## src/rtl/fpu_issue_ctrl.sv

```systemverilog
// Issue sequencer for the combinational bf16 FPU: 2-cycle ops, MADD as MUL-then-ADD in 3.
// One request in flight; the response is held until rsp_ready_i, and the request side stalls meanwhile.
package ibex_pkg;
  typedef enum logic [3:0] {
    FP_ALU_ADD    = 4'd0,
    FP_ALU_SUB    = 4'd1,
    FP_ALU_MUL    = 4'd2,
    FP_ALU_MADD   = 4'd3,
    FP_ALU_MINMAX = 4'd4,
    FP_ALU_SGNJ   = 4'd5,
    FP_ALU_CMP    = 4'd6,
    FP_ALU_CVT    = 4'd7,
    FP_ALU_CLASS  = 4'd8
  } fp_alu_op_e;
endpackage

module fpu_issue_ctrl
  import ibex_pkg::*;
(
  input  logic        clk_i,
  input  logic        rst_ni,
  input  logic        flush_i,
  input  logic        req_valid_i,
  output logic        req_ready_o,
  input  fp_alu_op_e  req_op_i,
  input  logic [1:0]  req_mode_i,
  input  logic [31:0] req_a_i,
  input  logic [31:0] req_b_i,
  input  logic [31:0] req_c_i,
  input  logic [4:0]  req_tag_i,
  output fp_alu_op_e  fpu_operator_o,
  output logic [31:0] fpu_operand_a_o,
  output logic [15:0] fpu_operand_b_o,
  output logic [1:0]  fpu_mode_o,
  input  logic [31:0] fpu_result_i,
  output logic        rsp_valid_o,
  input  logic        rsp_ready_i,
  output logic [31:0] rsp_result_o,
  output logic [4:0]  rsp_tag_o,
  output logic        busy_o
);

  typedef enum logic [1:0] {IDLE, EXEC, MADD2, RESP} state_e;

  state_e      state_q, state_d;
  fp_alu_op_e  op_q;
  logic [1:0]  mode_q;
  logic [31:0] a_q;
  logic [15:0] b_q, c_q, prod_q;
  logic [4:0]  tag_q;
  logic [31:0] result_q;
  logic        accept;
  logic        unused_lo;

  // Only the bf16 upper halves of B and C are meaningful.
  assign unused_lo = ^{req_b_i[15:0], req_c_i[15:0]};

  assign req_ready_o = !flush_i && rst_ni &&
                       ((state_q == IDLE) || ((state_q == RESP) && rsp_ready_i));
  assign accept      = req_valid_i && req_ready_o;

  assign rsp_valid_o  = (state_q == RESP);
  assign rsp_result_o = result_q;
  assign rsp_tag_o    = tag_q;
  assign busy_o       = (state_q != IDLE);

  always_comb begin
    state_d = state_q;
    unique case (state_q)
      IDLE:  if (accept) state_d = EXEC;
      EXEC:  state_d = (op_q == FP_ALU_MADD) ? MADD2 : RESP;
      MADD2: state_d = RESP;
      RESP:  if (rsp_ready_i) state_d = accept ? EXEC : IDLE;
      default: state_d = IDLE;
    endcase
    if (flush_i) state_d = IDLE;
  end

  // FPU inputs are muxed purely from registered state so each cycle sees one FPU traversal.
  always_comb begin
    fpu_operator_o  = FP_ALU_ADD;
    fpu_operand_a_o = 32'h0;
    fpu_operand_b_o = 16'h0;
    fpu_mode_o      = 2'b00;
    if (state_q == EXEC) begin
      if (op_q == FP_ALU_MADD) begin
        fpu_operator_o  = FP_ALU_MUL;
        fpu_operand_a_o = a_q;
        fpu_operand_b_o = b_q;
      end else begin
        fpu_operator_o  = op_q;
        fpu_operand_a_o = a_q;
        fpu_operand_b_o = b_q;
        fpu_mode_o      = mode_q;
      end
    end else if (state_q == MADD2) begin
      fpu_operator_o  = FP_ALU_ADD;
      fpu_operand_a_o = {prod_q, 16'h0};
      fpu_operand_b_o = c_q;
    end
  end

  always_ff @(posedge clk_i) begin
    if (!rst_ni) begin
      state_q  <= IDLE;
      op_q     <= FP_ALU_ADD;
      mode_q   <= 2'b00;
      a_q      <= 32'h0;
      b_q      <= 16'h0;
      c_q      <= 16'h0;
      prod_q   <= 16'h0;
      tag_q    <= 5'h0;
      result_q <= 32'h0;
    end else begin
      state_q <= state_d;
      if (accept) begin
        op_q   <= req_op_i;
        mode_q <= req_mode_i;
        a_q    <= req_a_i;
        b_q    <= req_b_i[31:16];
        c_q    <= req_c_i[31:16];
        tag_q  <= req_tag_i;
      end
      if (!flush_i) begin
        if (state_q == EXEC) begin
          if (op_q == FP_ALU_MADD) prod_q   <= fpu_result_i[31:16];
          else                     result_q <= fpu_result_i;
        end else if (state_q == MADD2) begin
          result_q <= fpu_result_i;
        end
      end
    end
  end

endmodule

```

## config.mk

```make
export PLATFORM = sky130hd
export DESIGN_NAME = fpu_issue_ctrl
export DESIGN_NICKNAME = d
export VERILOG_FILES = /design/src/rtl/fpu_issue_ctrl.sv
export SDC_FILE = /design/constraint.sdc
export NUM_CORES = 1
export LEC_CHECK = 0
export ABC_AREA = 1
export BUFFER_PORTS_ARGS = -buffer_cell sky130_fd_sc_hd__buf_2
export CORE_ASPECT_RATIO = 1.75
export CORE_MARGIN = 1
export CORE_UTILIZATION = 28
export CTS_BUF_LIST = sky130_fd_sc_hd__clkbuf_4
export DETAILED_ROUTE_END_ITERATION = 10
export SLEW_MARGIN = 20
export SYNTH_ARGS = -nofsm -noshare
export SYNTH_HDL_FRONTEND = slang
export SYNTH_SLANG_ARGS = --single-unit
```

## constraint.sdc

```tcl
create_clock -name clk_i -period 4.16 [get_ports clk_i]
set_input_delay 1.248 -clock clk_i [delete_from_list [all_inputs] [get_ports clk_i]]
set_output_delay 1.248 -clock clk_i [all_outputs]
set_load 0.02 [all_outputs]
```

==> Word level (Yosys, flattened, before mapping) <==
Cells that the tools add are included.
{ "totals": {"reg_bits": 125, "output_inout_bits": 94, "elab_cells": 47} }
{ "classes": {"eq_ne": 7, "muxes": 16, "bitwise_logic": 2, "reduce_logical": 13} }
{ "ops": {"columns": ["operator", "count"], "rows": [
  ["$mux W32", 5],
  ["$mux W16", 2],
  ["$mux W2", 4],
  ["$mux W4", 2],
  ["$pmux W2 S4", 1],
  ["$reduce_and A3 Y1", 2],
  ["$eq A2 B2 Y1 const B", 2],
  ["$eq A4 B2 Y1 const B", 1],
  ["$logic_and A1 B1 Y1", 4],
  ["$ne A2 B2 Y1 const B", 2],
  ["$reduce_bool A2 Y1", 2],
  ["$eq A2 B1 Y1 const B", 1],
  ["$logic_not A2 Y1", 1],
  ["$mux W1", 2],
  ["$ne A2 B1 Y1 const B", 1],
  ["$not A1 Y1", 2],
  ["$reduce_and A2 Y1", 1],
  ["$reduce_or A2 Y1", 1],
  ["$logic_not A1 Y1", 1],
  ["$logic_or A1 B1 Y1", 1]
]} }

==> Logic depth before layout (Yosys ltp) <==
{ "depth": {"ltp_word": 8, "depth_mapped": 10, "ltp_nobuf": 8} }

==> Worst setup path after synthesis <==
OpenSTA, ideal clock, no wires.
{ "synth_timing": {"path_type": "input to output", "from": "input port rst_ni", "to": "output port req_ready_o", "arrival_ns": 1.822, "required_ns": 2.912, "setup_slack_ns": 1.090, "path_stages": 5, "path_buffers": 2, "cell_sequence": "inv_2 -> nor2_4 -> and2_4 -> buf_6 -> buf_8"} }
{ "synth_between": {"elab_chain_cells": 2} }
{ "synth_rtl": {"columns": ["element", "line_no", "text"], "rows": [
  ["start, declared", "21", "input logic rst_ni,"],
  ["$logic_and A1 B1 Y1 (2 in series)", "58", "assign req_ready_o = !flush_i && rst_ni &&"],
  ["end, declared", "24", "output logic req_ready_o,"]
]} }
No other way between the ends.

==> Worst setup path after layout <==
{ "layout_timing": {"from": "register state_q[1]", "to": "output port fpu_operand_a_o[23]"} }
{ "layout_between": {"elab_chain_cells": 3, "word_cells_on_any_way": 4, "cone_classes": "2 x eq/ne; 2 x mux"} }
{ "layout_rtl": {"columns": ["element", "line_no", "text"], "rows": [
  ["start, declared", "45", "state_e state_q, state_d;"],
  ["start signal, assigned", "115", "state_q <= state_d;"],
  ["$eq A2 B2 Y1", "96", "end else if (state_q == MADD2) begin"],
  ["$mux W32", "96", null],
  ["$mux W32 (*)", "85", "if (state_q == EXEC) begin"],
  ["end, declared", "32", "output logic [31:0] fpu_operand_a_o,"]
]} }
Mark *: on every way between the ends. The rest lies on a longest branch, timed or not.

==> flow_summary.yaml <==
critical_path:
  crit_fanout: 33
  arrival_ns: 2.38
  setup.worst_path.end_class: "output pin"
  crit_type: "reg2out"
  start_kind: "flip-flop"
  required_ns: 2.91
drt:
  vias_per_cell: 4.53
  dr.pass1.iters: 4
  wl_per_cell_microns: 14.0
  vias: 5145
  drt-initial-drc-count: 197
  drc_errors: 0
  finalWirelength_mm: 15.8
  drtAntennaViolNets: 0
floorplanning:
  die_y_microns: 188
  die_width_microns: 108
  die-area_sq_um: 20300
  rows: 67
  coreArea_sq_um: 19200
  io_pins: 238
  start_util_pct: 28.7
yosys:
  yosys_warnings: 0
  syn_nets: 851
  synth_top_family_by_area: "simple AND/OR/NAND/NOR gates"
  synth_xor_area_share_pct: 0
  muxShareOfSynthArea_pct: 0
  synth-seq-area-share_pct: 45.4
  netlist_area_sq_um: 5520
  synth-compound-area-share_pct: 19.9
  ys_seq_elements: 125
  synth_cell_types: 23
  synthSimpleGateAreaFrac_pct: 23.1
  synthAdderAreaFrac_pct: 1.13
  syn-instance-count: 702
  syn_area_per_cell_sq_um: 7.86
timing:
  max_slew_margin_pct: 30.0
  final.period_utilization_pct: 87.2
  clock_skew_ns: 0.0144
  setup_viol_count_final: 0
  timing.fmax_ghz: 0.276
  rsz0062_at_grt: "no"
  finalCriticalPeriod_ns: 3.63
  fin_setup_tns_ns: 0
  worst_slack_ns: 0.531
  slew_violations: 0
  tightestPinTransition_ns: 1.05
  hold_viol_final: 0
clock_network:
  cts_tree: "done"
  clockBufferDepth: 2
  cts_resized: 0
  cts_setup_buffers: 0
  cts-root-buf: "clkbuf_4"
  worst_skew_pair.late_latency_ns: 0.52
  cts_buffers: 17
  path_clk_slew_ns: 0.11
  clock-sinks: 125
  htreeDepth: 4
  cts_hold_buf: 0
global_routing:
  antenna_found_initial: 4
  grt_pass1_wl_mm: 24.7
  grt_max_degree: 85
  grt.overflow.total: 0
  grtUsageTotal_pct: 15.9
  first_global_vias: 4871
final_layout:
  multi_input_area_sq_um: 2450
  layout-drive-gt1-share_pct: 36.4
  syn_to_final_growth_pct: 24.7
  fin_nets: 1028
  regArea_sq_um: 2500
  nFillCells: 2081
  fin_cells: 1135
  mostFrequentLayoutCell: "buf_2"
  final_cell_mix: "205 x buf_2, 125 x dfxtp_1, 107 x o21ai_0"
  stdcell_area_sq_um: 6880
placement:
  portBuffers: 205
  finalWeightedCongestion: 0.773
  dp_slack_ns: 0.959
  dpl_cell_area_sq_um: 6620
  dp_hpwl_mm: 10.8
  placedCellCount: 1101
power_and_ir_drop:
  p_total_mw: 2.39
  powerDensity_nw_per_um2: 347
  peakVddDrop_mv: 0.179
  p_leak_nw: 3.02
run_status:
  status: "completed"
job:
  drv_cap: 0
hold_path:
  hp-class: "reg2reg"
-- final cells by class --
type                       count  area share, %
antenna                        2         0.0728
clock buffer                  17           1.86
clock inverter                15           1.78
inverter                      67           3.66
multi-input combinational    454           35.6
sequential                   125           36.4
tap                          241           4.39
timing repair buffer         214           16.3
-- report_power, final --
part	switching (mW)	internal, mW	total, mW
Combinational	0.210	0.117	0.327
Clock	0.498	0.292	0.790
Sequential	0.0207	1.25	1.27
-- metal layers --
metal	vias to the layer above	GRT usage, %	routed length [microns]
met4	4	7.74	267
met5	-	0	26
li1	2637	-	-
met2	135	29.1	8560
met1	2349	16.6	6190
met3	20	3.82	791
-- through the flow --
stage	hold slack, ns	util [%]
after floorplan	0.424	-
after CTS	0.458	35.8
after global routing	0.473	35.8
final	0.456	35.8
after detailed placement	0.440	34.5
after global placement	0.434	34.5
-- critical path: stages, from the launching register on --
cell and delay (ns):
dfxtp_1 0.42, inv_1 0.10, ha_1 0.21, inv_2 0.43, buf_12 0.25, nand3_1 0.12
o21ai_0 0.12, buf_2 0.19
-- state kept, by name, indices dropped and copies added, names as in the netlist --
name and cells:
a_q 32, b_q 16, c_q 16, mode_q 2, op_q 4, prod_q 16
rsp_result_o 32, rsp_tag_o 5, state_q 2
-- cell families after synthesis --
kind of cell / after synthesis
DFF: 125
adders and majority gates: 5
buffers and inverters: 123
and+or+nand+nor: 255
AOI/OAI and AO/OA: 194
-- final timing paths --
path                            slack, ns  cells after the start                   to       start
worst max-delay path                 0.53                      7  fpu_operand_a_o[23]  state_q[1]
worst min-delay path                 0.46                      2              a_q[31]     a_q[31]
worst max register to register       1.64                      8     rsp_result_o[15]  state_q[0]
worst min register to register       0.46                      2              a_q[31]     a_q[31]
-- synth_stat cells --
cell,instances,area [sq um]
ha_1,5,62.6
o21ai_0,107,536
clkbuf_1,25,93.8
nand2_1,69,259
a21oi_2,33,289
o21ai_1,8,40.0
buf_2,20,100
a21oi_1,44,220
nor2_1,106,398
dfxtp_1,125,2500
inv_2,2,7.51
buf_4,2,15.0
o21bai_1,1,7.51
buf_6,5,56.3
nor2_4,2,22.5
nand3_1,35,175
inv_1,65,244
nand4_1,1,6.26
nand3_2,40,400
buf_8,4,60.1
a31oi_1,1,6.26
and2_4,1,8.76
or2_2,1,6.26
Note: power is estimated with default switching activity, not from simulation.
